**src/rtl/ddr2_read_return_if.sv**
```systemverilog
// ddr2_read_return_if: read-issue, ring-buffer and tagged return signals of the DDR2 read return engine
// master: read issuer, ring-buffer data source and return consumer
// slave : ddr2_read_return
//   rd_issue/rd_tag/rd_accept   read admission handshake
//   listen/readPtr/rb_dout      ring-buffer arm pulse, word select and selected word
//   ret_valid/ret_ready/ret_*   tagged return stream, ret_last marks word 7 of a burst
//   busy                        any accepted read not yet fully popped
interface ddr2_read_return_if #(parameter int TAG_W = 4);
    logic             rd_issue;
    logic [TAG_W-1:0] rd_tag;
    logic             rd_accept;
    logic             listen;
    logic [2:0]       readPtr;
    logic [15:0]      rb_dout;
    logic             ret_valid;
    logic             ret_ready;
    logic [15:0]      ret_data;
    logic [TAG_W-1:0] ret_tag;
    logic             ret_last;
    logic             busy;
    modport master (
        output rd_issue, rd_tag, rb_dout, ret_ready,
        input  rd_accept, listen, readPtr, ret_valid, ret_data, ret_tag, ret_last, busy
    );
    modport slave (
        input  rd_issue, rd_tag, rb_dout, ret_ready,
        output rd_accept, listen, readPtr, ret_valid, ret_data, ret_tag, ret_last, busy
    );
endinterface

```
**src/rtl/ddr2_read_return.sv**
```systemverilog
// ddr2_read_return: schedules ring-buffer listen pulses, copies captured bursts into a tagged 16-entry return FIFO
// clk      controller clock, rising edge
// reset_n  asynchronous active-low reset
// bus      ddr2_read_return_if.slave: read admission, ring-buffer access, tagged return stream, busy
module ddr2_read_return #(
    parameter int CL_CYCLES = 4,
    parameter int TAG_W     = 4
) (
    input logic               clk,
    input logic               reset_n,
    ddr2_read_return_if.slave bus
);
    localparam int W = 17 + TAG_W;

    logic [3:0]           sp_q, sp_d;
    logic [CL_CYCLES-1:0] sched_q, sched_d;
    logic                 arm_q;
    logic                 cp_q, cp_d;
    logic [2:0]           ptr_q, ptr_d;
    logic [4:0]           res_q, res_d;
    logic [4:0]           wp_q, rp_q;
    logic [1:0]           tq_wp_q, tq_rp_q;
    logic [2:0]           tq_cnt_q;
    logic [TAG_W-1:0]     tq_q [4];
    logic [W-1:0]         mem_q [16];
    logic [W-1:0]         head;
    logic [4:0]           occ, used;
    logic                 accept, push, pop, last_w, tq_pop;

    // Admission only depends on registered state; used <= 8 means at least 8 free credits.
    assign bus.rd_accept = (sp_q == 4'd0) && (used <= 5'd8) && (tq_cnt_q != 3'd4);
    assign bus.listen    = sched_q[CL_CYCLES-1];
    assign bus.readPtr   = ptr_q;
    assign bus.ret_valid = wp_q != rp_q;
    assign bus.ret_data  = bus.ret_valid ? head[W-1 -: 16] : 16'd0;
    assign bus.ret_tag   = bus.ret_valid ? head[TAG_W:1] : '0;
    assign bus.ret_last  = bus.ret_valid && head[0];
    assign bus.busy      = (tq_cnt_q != 3'd0) || bus.ret_valid || (|sched_q);

    always_comb begin
        occ     = wp_q - rp_q;
        used    = occ + res_q;
        head    = mem_q[rp_q[3:0]];
        accept  = bus.rd_issue && bus.rd_accept;
        pop     = bus.ret_valid && bus.ret_ready;
        push    = cp_q;
        last_w  = ptr_q == 3'd7;
        tq_pop  = push && last_w;
        sp_d    = accept ? 4'd7 : (sp_q != 4'd0 ? sp_q - 4'd1 : 4'd0);
        sched_d = {sched_q[CL_CYCLES-2:0], accept};
        // A new arm on the r7 cycle restarts the walk at 0, giving contiguous copy phases.
        cp_d    = arm_q || (cp_q && !last_w);
        ptr_d   = cp_q ? ptr_q + 3'd1 : 3'd0;
        res_d   = res_q + (accept ? 5'd8 : 5'd0) - (push ? 5'd1 : 5'd0);
    end

    always_ff @(posedge clk or negedge reset_n) begin
        if (!reset_n) begin
            sp_q     <= '0;
            sched_q  <= '0;
            arm_q    <= 1'b0;
            cp_q     <= 1'b0;
            ptr_q    <= '0;
            res_q    <= '0;
            wp_q     <= '0;
            rp_q     <= '0;
            tq_wp_q  <= '0;
            tq_rp_q  <= '0;
            tq_cnt_q <= '0;
        end else begin
            sp_q     <= sp_d;
            sched_q  <= sched_d;
            arm_q    <= bus.listen;
            cp_q     <= cp_d;
            ptr_q    <= ptr_d;
            res_q    <= res_d;
            wp_q     <= wp_q + {4'd0, push};
            rp_q     <= rp_q + {4'd0, pop};
            tq_wp_q  <= tq_wp_q + {1'b0, accept};
            tq_rp_q  <= tq_rp_q + {1'b0, tq_pop};
            tq_cnt_q <= tq_cnt_q + {2'd0, accept} - {2'd0, tq_pop};
        end
    end

    // Storage arrays need no reset: pointers alone define validity.
    always_ff @(posedge clk) begin
        if (accept) tq_q[tq_wp_q] <= bus.rd_tag;
        if (push) mem_q[wp_q[3:0]] <= {bus.rb_dout, tq_q[tq_rp_q], last_w};
    end
endmodule

```
**src/flat_wrapper.sv**
```systemverilog
// flat-port wrapper written by rule: the top's interface ports become plain ports
module ddr2_read_return_flat 
#(
    parameter int CL_CYCLES = 4,
    parameter int TAG_W     = 4
)
  (clk, reset_n, bus_rd_issue, bus_rd_tag, bus_rb_dout, bus_ret_ready, bus_rd_accept, bus_listen, bus_readPtr, bus_ret_valid, bus_ret_data, bus_ret_tag, bus_ret_last, bus_busy);
  ddr2_read_return_if #(.TAG_W(TAG_W)) bus_i ();
  input logic clk;
  input logic reset_n;
  input wire logic [$bits(bus_i.rd_issue)-1:0] bus_rd_issue;
  input wire logic [$bits(bus_i.rd_tag)-1:0] bus_rd_tag;
  input wire logic [$bits(bus_i.rb_dout)-1:0] bus_rb_dout;
  input wire logic [$bits(bus_i.ret_ready)-1:0] bus_ret_ready;
  output wire logic [$bits(bus_i.rd_accept)-1:0] bus_rd_accept;
  output wire logic [$bits(bus_i.listen)-1:0] bus_listen;
  output wire logic [$bits(bus_i.readPtr)-1:0] bus_readPtr;
  output wire logic [$bits(bus_i.ret_valid)-1:0] bus_ret_valid;
  output wire logic [$bits(bus_i.ret_data)-1:0] bus_ret_data;
  output wire logic [$bits(bus_i.ret_tag)-1:0] bus_ret_tag;
  output wire logic [$bits(bus_i.ret_last)-1:0] bus_ret_last;
  output wire logic [$bits(bus_i.busy)-1:0] bus_busy;
  assign bus_i.rd_issue = bus_rd_issue;
  assign bus_i.rd_tag = bus_rd_tag;
  assign bus_i.rb_dout = bus_rb_dout;
  assign bus_i.ret_ready = bus_ret_ready;
  assign bus_rd_accept = bus_i.rd_accept;
  assign bus_listen = bus_i.listen;
  assign bus_readPtr = bus_i.readPtr;
  assign bus_ret_valid = bus_i.ret_valid;
  assign bus_ret_data = bus_i.ret_data;
  assign bus_ret_tag = bus_i.ret_tag;
  assign bus_ret_last = bus_i.ret_last;
  assign bus_busy = bus_i.busy;
  ddr2_read_return #(.CL_CYCLES(CL_CYCLES), .TAG_W(TAG_W)) u_core (.clk(clk), .reset_n(reset_n), .bus(bus_i));
endmodule
```
**config.mk**
```make
export PLATFORM = sky130hd
export DESIGN_NAME = ddr2_read_return_flat
export DESIGN_NICKNAME = d
export VERILOG_FILES = /design/src/rtl/ddr2_read_return_if.sv /design/src/rtl/ddr2_read_return.sv /design/src/flat_wrapper.sv
export SDC_FILE = /design/constraint.sdc
export NUM_CORES = 1
export LEC_CHECK = 0
export ABC_AREA = 1
export BUFFER_PORTS_ARGS = -buffer_cell sky130_fd_sc_hd__buf_2
export CORE_UTILIZATION = 67
export CTS_BUF_LIST = sky130_fd_sc_hd__clkbuf_4 sky130_fd_sc_hd__clkbuf_8 sky130_fd_sc_hd__clkbuf_16
export CTS_CLUSTER_DIAMETER = 50
export DETAILED_ROUTE_END_ITERATION = 7
export PLACE_DENSITY_LB_ADDON = 0.2
export SLEW_MARGIN = 20
export SYNTH_ARGS = -nofsm -noshare
export SYNTH_HDL_FRONTEND = slang
export SYNTH_SLANG_ARGS = --single-unit
```
**constraint.sdc**
```tcl
create_clock -name clk -period 9.1 [get_ports clk]
set_clock_uncertainty 0.05 [all_clocks]
set_input_delay 0 -clock clk [delete_from_list [all_inputs] [get_ports clk]]
set_output_delay 0 -clock clk [all_outputs]
set_load 0.01 [all_outputs]
```
==> flow_metrics.env <==
export IMPL_status="finished clean"
export IMPL_switchingPower_w=0.00167
export IMPL_fp_coreArea_um2=23700
export IMPL_setup_viol=0
export IMPL_yosysTopAreaCell="edfxtp_1"
export IMPL_place_gp_congestion=0.811
export IMPL_synth_edf_count=352
export IMPL_synthArstFlopShare_pct=9.04
export IMPL_die_y_um=158
export IMPL_cp_end_kind="output pin"
export IMPL_grt_antenna_before_repair=0
export IMPL_placed_area_um2=16800
export IMPL_required_ns=9.05
export IMPL_vdd_drop_max_mv=0.239
export IMPL_num_antenna_cells=0
export IMPL_drt_iter0_drc=1273
export IMPL_slew_viol_final=0
export IMPL_clkPwrFrac_pct=30.4
export IMPL_final_common_cell="edfxtp_1"
export IMPL_cp_cell_sequence="buf_4, buf_4, o211ai_1, nand3_1, nand3_1, a21oi_1, buf_2"
export IMPL_netlist_instances=1320
export IMPL_drive_gt1_share_pct=11.7
export IMPL_period_needed_ns=3.83
export IMPL_setup_tns_ns=0
export IMPL_num_vias=10300
export IMPL_portBuffers=51
export IMPL_r2r_worst_path_cells=15
export IMPL_avgSynthCellArea_um2=12.4
export IMPL_cp_num_buf_inv=3
export IMPL_cts_root_buf="clkbuf_16"
export IMPL_p_per_area_nw_per_um2=274
export IMPL_synth_seq_cells=387
export IMPL_timing_hold_ws_ns=0.0369
export IMPL_grt_use_total_pct=29.8
export IMPL_slew_limit_headroom_pct=12.7
export IMPL_die_w_um=158
export IMPL_p_comb_share_pct=28.8
export IMPL_worstSetupStartpointType="flop"
export IMPL_totalWireLength_um=35700
export IMPL_rsz0062_at_grt="false"
export IMPL_cap_viol_max_count=0
export IMPL_grt_pass1_vias=9968
export IMPL_fillers=1471
export IMPL_fmax_mhz=261
export IMPL_slowest_stage="dfrtp_4"
export IMPL_postRouteAntennaNets=0
export IMPL_synth_cell_types=32
export IMPL_syn_num_nets=1373
export IMPL_cpLargestDelayFamily="buffers and inverters"
export IMPL_critPathKind="reg -> out"
export IMPL_htree_num_levels=2
export IMPL_finalHoldViolCount=0
export IMPL_critPathArrivalTime_ns=3.78
export IMPL_start_util_pct=68.9
export IMPL_leakage_nw=7.07
export IMPL_syn_area_um2=16300
export IMPL_period_share_pct=42.1
export IMPL_worst_slew_pin_slew_ns=1.31
export IMPL_min_path_type="in -> async"
export IMPL_cts_sinks=387
export IMPL_numCtsBuffers=39
export IMPL_ys_flop_type="edfxtp_1"
export IMPL_syn_to_final_growth_pct=11.7
export IMPL_cp_slowest_stage_delay_ns=0.81
export IMPL_cp_max_fo=68
export IMPL_cts_tree="built"
export IMPL_synth_area_leaders="edfxtp_1, dfrtp_1, inv_1, nand3_1, o211ai_1"
export IMPL_clkSlewWorstSetupHoldPaths_ns=0.06
export IMPL_netlist_area_leader_share_pct=64.8
export IMPL_final_cell_mix="edfxtp_1, inv_1, nand3_1"
export IMPL_dr_pass1_iters=5
export IMPL_p_int_w=0.00332
export IMPL_post_drt_wl_per_cell_um=20.6
export IMPL_vias_per_cell=5.92
export IMPL_swShare_pct=33.5
export IMPL_yosys_warnings=0
export IMPL_path_depth=7
export IMPL_drc=0
export IMPL_gr_total_overflow=0
export IMPL_p_seq_share_pct=40.8
export IMPL_seq_area_frac_synth_pct=70.1
export IMPL_ios=52
export IMPL_insertion_delay_ns=0.53
export IMPL_dp_final_hpwl_um=19300
export IMPL_ctsLongestPathBuffers=3
export IMPL_nNetsFinal=1441
export IMPL_num_rows=56
export IMPL_die_area_um2=25000
export IMPL_final_area_um2=18200
export IMPL_grt_pass1_wl_um=54600
export IMPL_grt_max_degree=271
final cells by class:
type                       instances  area [um^2]  area share [%]
clock buffer                      49         1090            5.95
clock inverter                    19          130           0.713
inverter                         213          800            4.38
multi-input combinational        647         3680            20.2
sequential                       387        11500            62.8
tap                              319          399            2.19
timing repair buffer             100          693            3.80
synth_stat cells, drive strengths merged (4+ instances only):
cell type / instances
xnor2: 4
fa: 6
o211ai: 84
clkbuf: 16
xor2: 11
edfxtp: 352
nor3: 4
dfrtp: 35
inv: 212
nand2: 123
nor2: 40
nand3: 139
ha: 23
a21oi: 109
o22ai: 4
o21ai: 94
buf: 57
power by group through the flow:
stage / sequential, W / clock (W) / combinational [W]
finish: 0.00204 / 0.00152 / 0.00144
global route: 0.00204 / 0.00161 / 0.00159
CTS: 0.00203 / 0.00154 / 0.00142
detailed placement: 0.00207 / 0 / 0.00140
global placement: 0.00207 / 0 / 0.00136
floorplan: 0.00199 / 0 / 0.00113
state kept, by name, summed over array words and instances (netlist names), 2 cells and up:
| register | flops |
|---|---|
| u_core.tq_rp_q | 2 |
| u_core.rp_q | 5 |
| u_core.mem_q | 336 |
| u_core.tq_cnt_q | 3 |
| u_core.wp_q | 5 |
| u_core.res_q | 5 |
| u_core.sp_q | 4 |
| u_core.tq_q | 16 |
| u_core.sched_q | 4 |
| u_core.bus.readPtr | 3 |
| u_core.tq_wp_q | 2 |
final timing paths:
check                      slack (ns)                 end         startpoint
min reg2reg                      0.33   u_core.sched_q[3]  u_core.sched_q[2]
min                              0.04  u_core.tq_cnt_q[1]            reset_n
max in group asynchronous        8.38      u_core.rp_q[1]            reset_n
min in group clk                 0.18   u_core.tq_q[3][3]      bus_rd_tag[3]
max                              5.27      bus_ret_tag[0]     u_core.rp_q[1]
max reg2reg                      5.37     u_core.res_q[4]     u_core.rp_q[0]
logic make-up after synthesis:
family                     count (synthesis)  share of synthesized area, %
AOI/OAI and AO/OA                        292                          10.5
xor gates and xnor gates                  15                         0.805
DFF                                      387                          70.1
buffers and inverters                    286                          7.63
adders and majority gates                 29                          2.50
and+or+nand+nor                          311                          8.47
what timing repair did:
action / CTS / global route
hold endpoints to repair: 331 / 0
gates resized for setup: 0 / 0
hold buffers: 23 / 0
setup buffers: 0 / 0
per-stage QoR:
stage | setup slack (ns) | total power (W) | std cells | utilization (%)
global route | 5.10 | 0.00524 | 1734 | 77.0
floorplan | 5.85 | 0.00313 | 1320 | -
CTS | 5.36 | 0.00500 | 1733 | 77.0
finish | 5.27 | 0.00500 | 1734 | 77.0
global placement | 5.46 | 0.00342 | 1642 | 70.9
detailed placement | 5.39 | 0.00347 | 1642 | 70.9
routing by layer:
metal  global-route usage, %  up-vias  share of wire, %
li1                        -     4769                 -
met1                    40.4     4970                40
met2                    49.5      454                49
met3                    4.60       70               7.9
met4                    10.5        0               2.8
met5                       0        -                 0
Note: power is estimated with default switching activity, not from simulation.
